File: src/rtl/pwm_pkg.sv
// pwm_pkg: types and helpers shared by the PWM config sequencer and generator.
// The time conversion mirrors the generator, including its width truncation.
package pwm_pkg;

   typedef enum logic [1:0] {IDLE, RUN, RAMP, STOP} pwm_state_t;

   localparam int unsigned NS_PER_US = 1000;

   function automatic logic [63:0] us_to_cycles(
      input logic [63:0] value,
      input int unsigned clk_period,
      input int unsigned dw
   );
      logic [63:0] ns;
      ns = value * 64'(NS_PER_US);
      if (dw < 64) ns = ns & ((64'd1 << dw) - 64'd1);
      return ns / 64'(clk_period);
   endfunction

   function automatic logic cfg_valid_chk(
      input logic [63:0] period,
      input logic [63:0] duty,
      input int unsigned dw
   );
      logic [63:0] ns;
      ns = period * 64'(NS_PER_US);
      return (period != 64'd0) && (duty <= period) &&
             ((dw >= 64) || ((ns >> dw) == 64'd0));
   endfunction

endpackage

File: src/rtl/pwm_frame_timer.sv
// pwm_frame_timer: frame counter that tracks the PWM generator cycle for cycle.
// boundary is the last cycle of a frame; with a zero period every cycle is one.
module pwm_frame_timer #(
   parameter int DATA_WIDTH = 32
) (
   input  logic                  clk,
   input  logic                  rst,
   input  logic [DATA_WIDTH-1:0] period_cycles,
   output logic                  boundary,
   output logic                  frame_start
);

   localparam logic [DATA_WIDTH-1:0] ONE = DATA_WIDTH'(1);

   logic [DATA_WIDTH-1:0] frame_cnt;

   assign boundary    = !(frame_cnt < period_cycles);
   assign frame_start = boundary;

   always_ff @(posedge clk or negedge rst) begin
      if (!rst) begin
         frame_cnt <= ONE;
      end else if (boundary) begin
         frame_cnt <= ONE;
      end else begin
         frame_cnt <= frame_cnt + ONE;
      end
   end

endmodule

File: src/rtl/pwm_ramp_ctrl.sv
// pwm_ramp_ctrl: validates period/duty requests and hands them to the PWM
// generator only at frame boundaries, optionally ramping duty per frame.
import pwm_pkg::*;

module pwm_ramp_ctrl #(
   parameter int CLK_PERIOD = 100,
   parameter int DATA_WIDTH = 32,
   parameter int STEP_US    = 1
) (
   input  logic                  clk,
   input  logic                  rst,
   input  logic                  enable,
   input  logic                  cfg_valid,
   output logic                  cfg_ready,
   input  logic [DATA_WIDTH-1:0] cfg_period_us,
   input  logic [DATA_WIDTH-1:0] cfg_duty_us,
   input  logic                  cfg_ramp_en,
   output logic                  cfg_err,
   output logic [DATA_WIDTH-1:0] pwm_period_us,
   output logic [DATA_WIDTH-1:0] pwm_duty_us,
   output logic                  frame_start,
   output logic                  busy
);

   localparam int DW = DATA_WIDTH;
   localparam logic [DW-1:0] STEP = DW'(STEP_US);

   pwm_state_t    state;
   logic          pending;
   logic [DW-1:0] sh_period;
   logic [DW-1:0] sh_duty;
   logic          sh_ramp;
   logic [DW-1:0] tgt;
   logic          ramp_en;

   logic [DW-1:0] p_cyc;
   logic          boundary;
   logic          xfer;
   logic          cfg_ok;
   logic          apply;
   logic [DW-1:0] per_n;
   logic [DW-1:0] tgt_n;
   logic          ramp_n;
   logic [DW-1:0] base;
   logic [DW-1:0] goal;
   logic [DW-1:0] duty_n;

   function automatic logic [DW-1:0] toward(
      input logic [DW-1:0] d,
      input logic [DW-1:0] t
   );
      if (d < t) return (t - d > STEP) ? d + STEP : t;
      return (d - t > STEP) ? d - STEP : t;
   endfunction

   assign p_cyc = DW'(us_to_cycles(64'(pwm_period_us), CLK_PERIOD, DW));

   pwm_frame_timer #(
      .DATA_WIDTH(DW)
   ) u_timer (
      .clk          (clk),
      .rst          (rst),
      .period_cycles(p_cyc),
      .boundary     (boundary),
      .frame_start  (frame_start)
   );

   assign cfg_ready = !pending && rst;
   assign xfer      = cfg_valid && cfg_ready;
   assign cfg_ok    = cfg_valid_chk(64'(cfg_period_us), 64'(cfg_duty_us), DW);
   assign busy      = pending || (state == RAMP) || (state == STOP);

   always_comb begin
      apply  = pending && boundary && ((state != IDLE) || enable);
      per_n  = pwm_period_us;
      tgt_n  = tgt;
      ramp_n = ramp_en;
      base   = pwm_duty_us;
      if (apply) begin
         per_n  = sh_period;
         tgt_n  = sh_duty;
         ramp_n = sh_ramp;
         if (pwm_duty_us > sh_period) base = sh_period;
      end
      // Disabling forces the goal to zero; the stored target survives re-enable.
      goal   = enable ? tgt_n : '0;
      duty_n = base;
      if (boundary && ((state != IDLE) || apply)) begin
         duty_n = ramp_n ? toward(base, goal) : goal;
      end
   end

   always_ff @(posedge clk or negedge rst) begin
      if (!rst) begin
         state         <= IDLE;
         pending       <= 1'b0;
         sh_period     <= '0;
         sh_duty       <= '0;
         sh_ramp       <= 1'b0;
         tgt           <= '0;
         ramp_en       <= 1'b0;
         pwm_period_us <= '0;
         pwm_duty_us   <= '0;
         cfg_err       <= 1'b0;
      end else begin
         pwm_period_us <= per_n;
         pwm_duty_us   <= duty_n;
         tgt           <= tgt_n;
         ramp_en       <= ramp_n;
         cfg_err       <= xfer && !cfg_ok;
         if (apply) begin
            pending <= 1'b0;
         end else if (xfer && cfg_ok) begin
            pending   <= 1'b1;
            sh_period <= cfg_period_us;
            sh_duty   <= cfg_duty_us;
            sh_ramp   <= cfg_ramp_en;
         end
         unique case (state)
            IDLE: begin
               if (apply) state <= (duty_n == tgt_n) ? RUN : RAMP;
            end
            RUN, RAMP, STOP: begin
               if (!enable) state <= (duty_n == '0) ? IDLE : STOP;
               else state <= (duty_n == tgt_n) ? RUN : RAMP;
            end
         endcase
      end
   end

endmodule
File: config.mk
export PLATFORM = sky130hd
export DESIGN_NAME = pwm_ramp_ctrl
export DESIGN_NICKNAME = d
export VERILOG_FILES = /design/src/rtl/pwm_pkg.sv /design/src/rtl/pwm_frame_timer.sv /design/src/rtl/pwm_ramp_ctrl.sv
export SDC_FILE = /design/constraint.sdc
export NUM_CORES = 2
export LEC_CHECK = 0
export ABC_AREA = 0
export CORE_MARGIN = 3
export CORE_UTILIZATION = 35
export CTS_CLUSTER_DIAMETER = 40
export CTS_CLUSTER_SIZE = 20
export DETAILED_ROUTE_END_ITERATION = 6
export DONT_BUFFER_PORTS = 1
export SETUP_SLACK_MARGIN = 0.1
export SLEW_MARGIN = 15
export SYNTH_ARGS = -nofsm -noshare
export SYNTH_HDL_FRONTEND = slang
export SYNTH_SLANG_ARGS = --single-unit
File: constraint.sdc
create_clock -name clk -period 55.8 [get_ports clk]
set_input_delay 5.58 -clock clk [delete_from_list [all_inputs] [get_ports clk]]
set_output_delay 5.58 -clock clk [all_outputs]
set_load 0.02 [all_outputs]
== Word level (Yosys, flattened, before mapping) ==
Index checks and enable logic that the tools add are counted.
Storage, ports and cells
  register bits: 198
  output and inout port bits: 68
  logic and storage cells: 76
Operators by class
  multiply operators: 2
  equal/unequal tests: 5
  div/mod/pow operators: 1
  mux-type cells: 21
  magnitude comparators: 6
  add/sub/neg operators: 5
  reductions and logical operators: 24
  bitwise gates (word level): 1
Operators with widths (number)
  32-bit 2-to-1 mux: 11
  32-bit by 1-bit adder with 32-bit output, second input constant: 2
  32-bit by 7-bit divider with 64-bit output, second input constant: 1
  32-bit by 1-bit > comparator with 1-bit output, second input constant: 2
  64-bit logical NOT: 1
  32-bit less-than comparator: 2
  32-bit subtractor: 2
  32-bit by 7-bit multiplier with 39-bit output, second input constant: 1
  32-bit equality test: 1
  32-bit > comparator: 1
  32-bit less-or-equal comparator: 1
  32-bit logical NOT: 1
  32-bit by 7-bit multiplier with 29-bit output, second input constant: 1
  32-bit nonzero test: 1
  32-bit by 1-bit subtractor with 32-bit output, second input constant: 1
  1-bit logical AND: 9
  2-bit 2-to-1 mux: 4
  1-bit 2-to-1 mux: 5
  2-bit equality test, second input constant: 2
  1-bit logical OR: 4
  2-bit case mux with 2 select lines: 1
  2-bit nonzero test: 2
  1-bit logical NOT: 3
  3-bit OR reduction: 1
  5 further kinds: 5

== Depth between registers and ports, before layout ==
  word-level depth: 19
  gate-level depth with buffers: 148

== By module ==
From an unflattened synthesis, not the netlist that was laid out.
Unflattened totals
  cells, all modules: 4647
  area, all modules: 38117.8 um2
Modules (own cells, without submodules)
  pwm_ramp_ctrl: times used 1, cells an instance 4372, area each 35701.7 um2
  pwm_frame_timer: times used 1, cells an instance 275, area each 2416.1 um2

== Worst setup path after synthesis ==
OpenSTA, ideal clock, no wires.
  path type: register -> register
  start: register pwm_period_us[1]
  end: register state[1]
  data arrival time: 30301 ps
  setup slack: 25376 ps
  cell stages (with the launch flop): 132
  cells stage by stage: dfrtp_1 clkbuf_1 inv_1 fa_1 fa_1 fa_1 fa_1 inv_1 ha_1 buf_2 a21o_1 a31oi_2 a211oi_2 o31ai_4 a31oi_1 xnor2_2 inv_2 buf_4 (+96 left out) nor4_1 o2111ai_1 a2111oi_0 o2111a_1 nand4_1 nor4b_1 nand4_1 or4_1 or3_1 buf_4 o21ai_4 o21ai_1 a221o_1 a2111o_1 nor4_2 a41oi_1 a21oi_1 a21oi_1
Between the ends
  cells in the longest elaborated chain, start to end: 19
  elaborated cells between the ends (all ways): 35
  classes of those cells: 4 x add/sub; 1 x mul; 1 x div; 4 x order compare; 2 x eq/ne; 17 x mux; 6 x reduce/logical
Ends and longest elaborated chain
  start, declared: line pwm_ramp_ctrl.sv:19  | output logic [DATA_WIDTH-1:0] pwm_period_us,
  start signal, assigned: line pwm_ramp_ctrl.sv:106  | pwm_period_us <= per_n;
  32-bit by 7-bit multiplier with 29-bit output (*): line pwm_pkg.sv:15  | ns = value * 64'(NS_PER_US);
  32-bit by 7-bit divider with 64-bit output (*): line pwm_pkg.sv:17  | return ns / 64'(clk_period);
  32-bit less-than comparator (*): line pwm_frame_timer.sv:17  | assign boundary = !(frame_cnt < period_cycles);
  1-bit logical NOT (*): line pwm_frame_timer.sv:17
  1-bit logical AND (2 in series): line pwm_ramp_ctrl.sv:74  | apply = pending && boundary && ((state != IDLE) || enable);
  32-bit 2-to-1 mux: line pwm_ramp_ctrl.sv:79  | if (apply) begin
  32-bit 2-to-1 mux: line pwm_ramp_ctrl.sv:86  | goal = enable ? tgt_n : '0;
  32-bit subtractor: line pwm_ramp_ctrl.sv:52  | if (d < t) return (t - d > STEP) ? d + STEP : t;
  32-bit by 1-bit > comparator with 1-bit output: line pwm_ramp_ctrl.sv:52
  32-bit 2-to-1 mux (2 in series): line pwm_ramp_ctrl.sv:52
  32-bit 2-to-1 mux: line pwm_ramp_ctrl.sv:53  | return (d - t > STEP) ? d - STEP : t;
  32-bit 2-to-1 mux: line pwm_ramp_ctrl.sv:89  | duty_n = ramp_n ? toward(base, goal) : goal;
  32-bit 2-to-1 mux: line pwm_ramp_ctrl.sv:88  | if (boundary && ((state != IDLE) || apply)) begin
  32-bit equality test or 32-bit logical NOT (tied branches): line pwm_ramp_ctrl.sv:121, pwm_ramp_ctrl.sv:125, pwm_ramp_ctrl.sv:124
  2-bit 2-to-1 mux, on equally long branches: line pwm_ramp_ctrl.sv:121, pwm_ramp_ctrl.sv:125, pwm_ramp_ctrl.sv:124
  2-bit 2-to-1 mux, on equally long branches: line pwm_ramp_ctrl.sv:124, pwm_ramp_ctrl.sv:121
  2-bit case mux with 2 select lines: line pwm_ramp_ctrl.sv:119  | unique case (state)
  end signal, assigned: line pwm_ramp_ctrl.sv:121  | if (apply) state <= (duty_n == tgt_n) ? RUN : RAMP;
  end signal, assigned: line pwm_ramp_ctrl.sv:124  | if (!enable) state <= (duty_n == '0) ? IDLE : STOP;
  end signal, assigned: line pwm_ramp_ctrl.sv:125  | else state <= (duty_n == tgt_n) ? RUN : RAMP;
  end, declared: line pwm_ramp_ctrl.sv:28  | pwm_state_t state;
Every way passes the cells marked *; elsewhere a longest branch is shown, timed or not. The select of a mux whose other input is x is not followed.
A chain may end at the register's enable or synchronous reset.

== Final worst setup path ==
  start: register pwm_period_us[1]
  end: register state[0]
Between the ends
  cells in the longest elaborated chain, start to end: 19
  elaborated cells between the ends (all ways): 35
  classes of those cells: 4 x add/sub; 1 x mul; 1 x div; 4 x order compare; 2 x eq/ne; 17 x mux; 6 x reduce/logical
Ends and longest elaborated chain
  32-bit by 7-bit multiplier with 29-bit output (*): line pwm_pkg.sv:15
  32-bit by 7-bit divider with 64-bit output (*): line pwm_pkg.sv:17
  32-bit less-than comparator (*): line pwm_frame_timer.sv:17
  1-bit logical NOT (*): line pwm_frame_timer.sv:17
  1-bit logical AND (2 in series): line pwm_ramp_ctrl.sv:74
  32-bit 2-to-1 mux: line pwm_ramp_ctrl.sv:79
  32-bit 2-to-1 mux: line pwm_ramp_ctrl.sv:86
  32-bit subtractor: line pwm_ramp_ctrl.sv:52
  (+3 left out)
  32-bit 2-to-1 mux: line pwm_ramp_ctrl.sv:53
  32-bit 2-to-1 mux: line pwm_ramp_ctrl.sv:89
  32-bit 2-to-1 mux (*): line pwm_ramp_ctrl.sv:88
  named net duty_n[0]: line pwm_ramp_ctrl.sv:46  | logic [DW-1:0] duty_n;
  32-bit equality test or 32-bit logical NOT (tied branches): line pwm_ramp_ctrl.sv:121, pwm_ramp_ctrl.sv:125, pwm_ramp_ctrl.sv:124
  2-bit 2-to-1 mux, on equally long branches: line pwm_ramp_ctrl.sv:121, pwm_ramp_ctrl.sv:125, pwm_ramp_ctrl.sv:124
  2-bit 2-to-1 mux, on equally long branches: line pwm_ramp_ctrl.sv:124, pwm_ramp_ctrl.sv:121
  2-bit case mux with 2 select lines (*): line pwm_ramp_ctrl.sv:119
The timed path passes the listed nets; every way through them passes the cells marked *. The select of a mux whose other input is x is not followed.

==> metrics <==
H-tree depth=4; antenna violations before repair=4; Worst Slack Setup Final=17.37 ns; Initial Util=0.3538; Final Critical Period=38.43 ns; hold path startpoint=sh_period[4]$_DFFE_PN0P_; WL/cell=23.50 um; worst rel slew slack=0.2938; most used cell, CP=inv_2; CTS clk-pin slew, worst paths=0.10 ns; clock sinks=198; CTS resizes=0; CTS tree=done; Final ANT Viol Nets=0; synthesized instance count=5198; Post-Synth XOR/XNOR Area=0.07351; nets@finish=5655; Slowest-stage cell, CP=dfrtp_1; Routed WL=155100 um; IO Port Bufs=0; fmax=26.02 MHz; routed vias=41120; io pins=137; Slew @ Worst Pin=1.056 ns; placed cells=6563; Cell Area, Synth=40560 um^2; sequential fraction of the synthesis area=0.1222; setup TNS=0 ns; Core Area=114700 um^2; Critical Path AT=38.78 ns; gr usage total=0.2489; clk buf depth=2; CP Class=reg2reg; synth top area cells=dfrtp_1, fa_1, ha_1, xnor2_1, nand2_1; crit path launch type=flip-flop; fillers=12000; #FFs+latches synth=198; endpoints failing setup=0; FP Rows=124; Max Cap Violations=0; die height=346.4 um; max-slew violations=0; status=complete, but fails checks; mux contribution to synthesized area=0.03526; cts hold-fix bufs=0; die area=120000 um^2; mean area per synthesized cell=7.803 um^2; Layout area overhead=5.189%; count leader, synth=nand2_1; CP endpoint kind=flip-flop; async set-reset flop share out of synthesis=1.000; Synth top area share=0.1215; first-pass GRT wire length=238300 um; CTS Buf Count=17; Post-CTS Setup Inserts=0; Primary FF master, synth=dfrtp_1; Post-synth EDFFs=0; Yosys cell types=148; drt pass-1 iters=7; grt ovf=0; Compound-Gate Fraction of Synth Area=0.2842; clk_lat worst skew=0.48 ns; vias in the first global route=39080; Hold Fails Final Rpt=0; largest net degree at the start of global routing=200; largest family of logic cells by synthesized area=compound AO/OA/AOI/OAI gates; Post-Layout Cell Count=6599; final core utilization=0.3721; crit path max fanout=51; worst min path class=reg2reg; YS warnings=0; clk_skew=0.02853 ns; Critical Path RT=56.14 ns; top cells by count, synth=nand2_1, nor2_1, inv_1, a21oi_1, ha_1; routability cong.=1.047; violated checks=DRC; Final period util=0.6888; Vias/cell=6.232; # DRC=4; worst slack, placed=18.09 ns; cell at the root of the clock tree=clkbuf_16; worst r2r src=pwm_period_us[1]$_DFFE_PN0N_; Adder-Cell Fraction of Synth Area=0.2028; Crit path largest cell delay=0.87 ns; Horiz. Die Dim=346.4 um; dominant cell type by area after synthesis=dfrtp_1; Post-Synth Simple-Gate Area=0.2197; placed wire-length estimate=125200 um; share of cells above drive strength 1=0.07476; RSZ-0062 raised after global routing=false; CP Launch Point=pwm_period_us[1]$_DFFE_PN0N_; DR iter-0 viols=4305
## state kept, by name (all words and copies together) (netlist names)
| register | count |
|---|---|
| cfg_err | 1 |
| pending | 1 |
| pwm_duty_us | 32 |
| pwm_period_us | 32 |
| ramp_en | 1 |
| sh_duty | 32 |
| sh_period | 32 |
| sh_ramp | 1 |
| state | 2 |
| tgt | 32 |
| u_timer.frame_cnt | 32 |
## stage by stage
stage,hold WS (ns),area [um^2]
after global routing,0.5074,42660
after floorplan,0.4457,40580
after global placement,0.4657,42040
after CTS,0.4841,42650
after detailed placement,0.4694,42040
final,0.4813,42660
## cells by family after synthesis
logic type	after synthesis
and+or+nand+nor	1781
AOI/OAI and AO/OA	1593
buffers and inverters	625
adders and majority gates	536
xor gates and xnor gates	332
DFF	198
muxes	132
other	1
## placed cells by master (no fill, tap or decap), types with 25 or more instances in the layout
cell type / netlist / layout
o21ai_1: 58 / 58
fa_1: 209 / 209
o2111ai_1: 37 / 37
mux2_2: 55 / 55
nand2b_1: 41 / 41
nand2_1: 444 / 444
nand4_1: 98 / 98
a211o_1: 26 / 26
or3_1: 50 / 50
xor2_1: 89 / 89
or4_1: 25 / 25
nor4_1: 59 / 59
dfrtp_1: 197 / 197
ha_1: 307 / 307
mux2i_1: 65 / 64
nor2_1: 417 / 417
and3_1: 53 / 52
o21a_1: 40 / 40
o21bai_1: 29 / 29
o21ai_0: 267 / 266
buf_4: 11 / 72
o31ai_1: 40 / 40
nor3_1: 171 / 170
and2_1: 52 / 52
o221ai_1: 32 / 32
or2_2: 37 / 37
o211ai_1: 66 / 66
inv_1: 375 / 375
nand3_1: 168 / 168
nor2b_1: 55 / 55
o22ai_1: 36 / 36
a21o_1: 83 / 83
xnor2_1: 234 / 234
a211oi_1: 61 / 61
a311oi_1: 28 / 28
a21oi_1: 327 / 326
a31oi_1: 62 / 62
## area by class of cell
class                           count  area [um^2]  share of cell area
Antenna cell                        4        10.01           0.0002346
Clock buffer                       17        425.4            0.009971
Clock inverter                     15        188.9            0.004428
Tap cell                         1512         1892             0.04434
Inverter                          402         1509             0.03537
Multi-Input combinational cell   4379        33140              0.7768
Sequential cell                   198         4956              0.1162
Timing Repair Buffer               72        540.5             0.01267
## critical path, delay by kind of cell, from the launching register on
kind | cells | cell delay [ns]
AO/OA/AOI/OAI | 53 | 17.61
XOR/XNOR | 4 | 1.66
adder cells (fa/ha/maj) | 11 | 4.43
buffers and inverters | 13 | 2.50
flip-flops | 1 | 0.87
multiplexers | 2 | 1.03
AND/OR/NAND/NOR | 35 | 10.10
## final timing paths
check | cells after the start | slack (ns) | to
setup / recovery | 118 | 17.37 | state[0]$_DFFE_PN0N_
hold / removal | 2 | 0.48 | pwm_period_us[4]$_DFFE_PN0N_
setup reg to reg | 118 | 17.37 | state[0]$_DFFE_PN0N_
hold reg to reg | 2 | 0.48 | pwm_period_us[4]$_DFFE_PN0N_
max in group asynchronous | 0 | 50.50 | u_timer.frame_cnt[20]$_DFF_PN0_
min in group asynchronous | 0 | 4.80 | pwm_duty_us[5]$_DFF_PN0_
## per-layer routing
| metal | track usage | part of all wire |
|---|---|---|
| met1 | 0.3265 | 0.42 |
| met2 | 0.4028 | 0.45 |
| met4 | 0.09513 | 0.042 |
| met5 | 0 | 0 |
| met3 | 0.04949 | 0.082 |
Power is left out: the tool's default activity adds up to more than one toggle a clock period on the data nets, which glitch-free logic cannot reach.
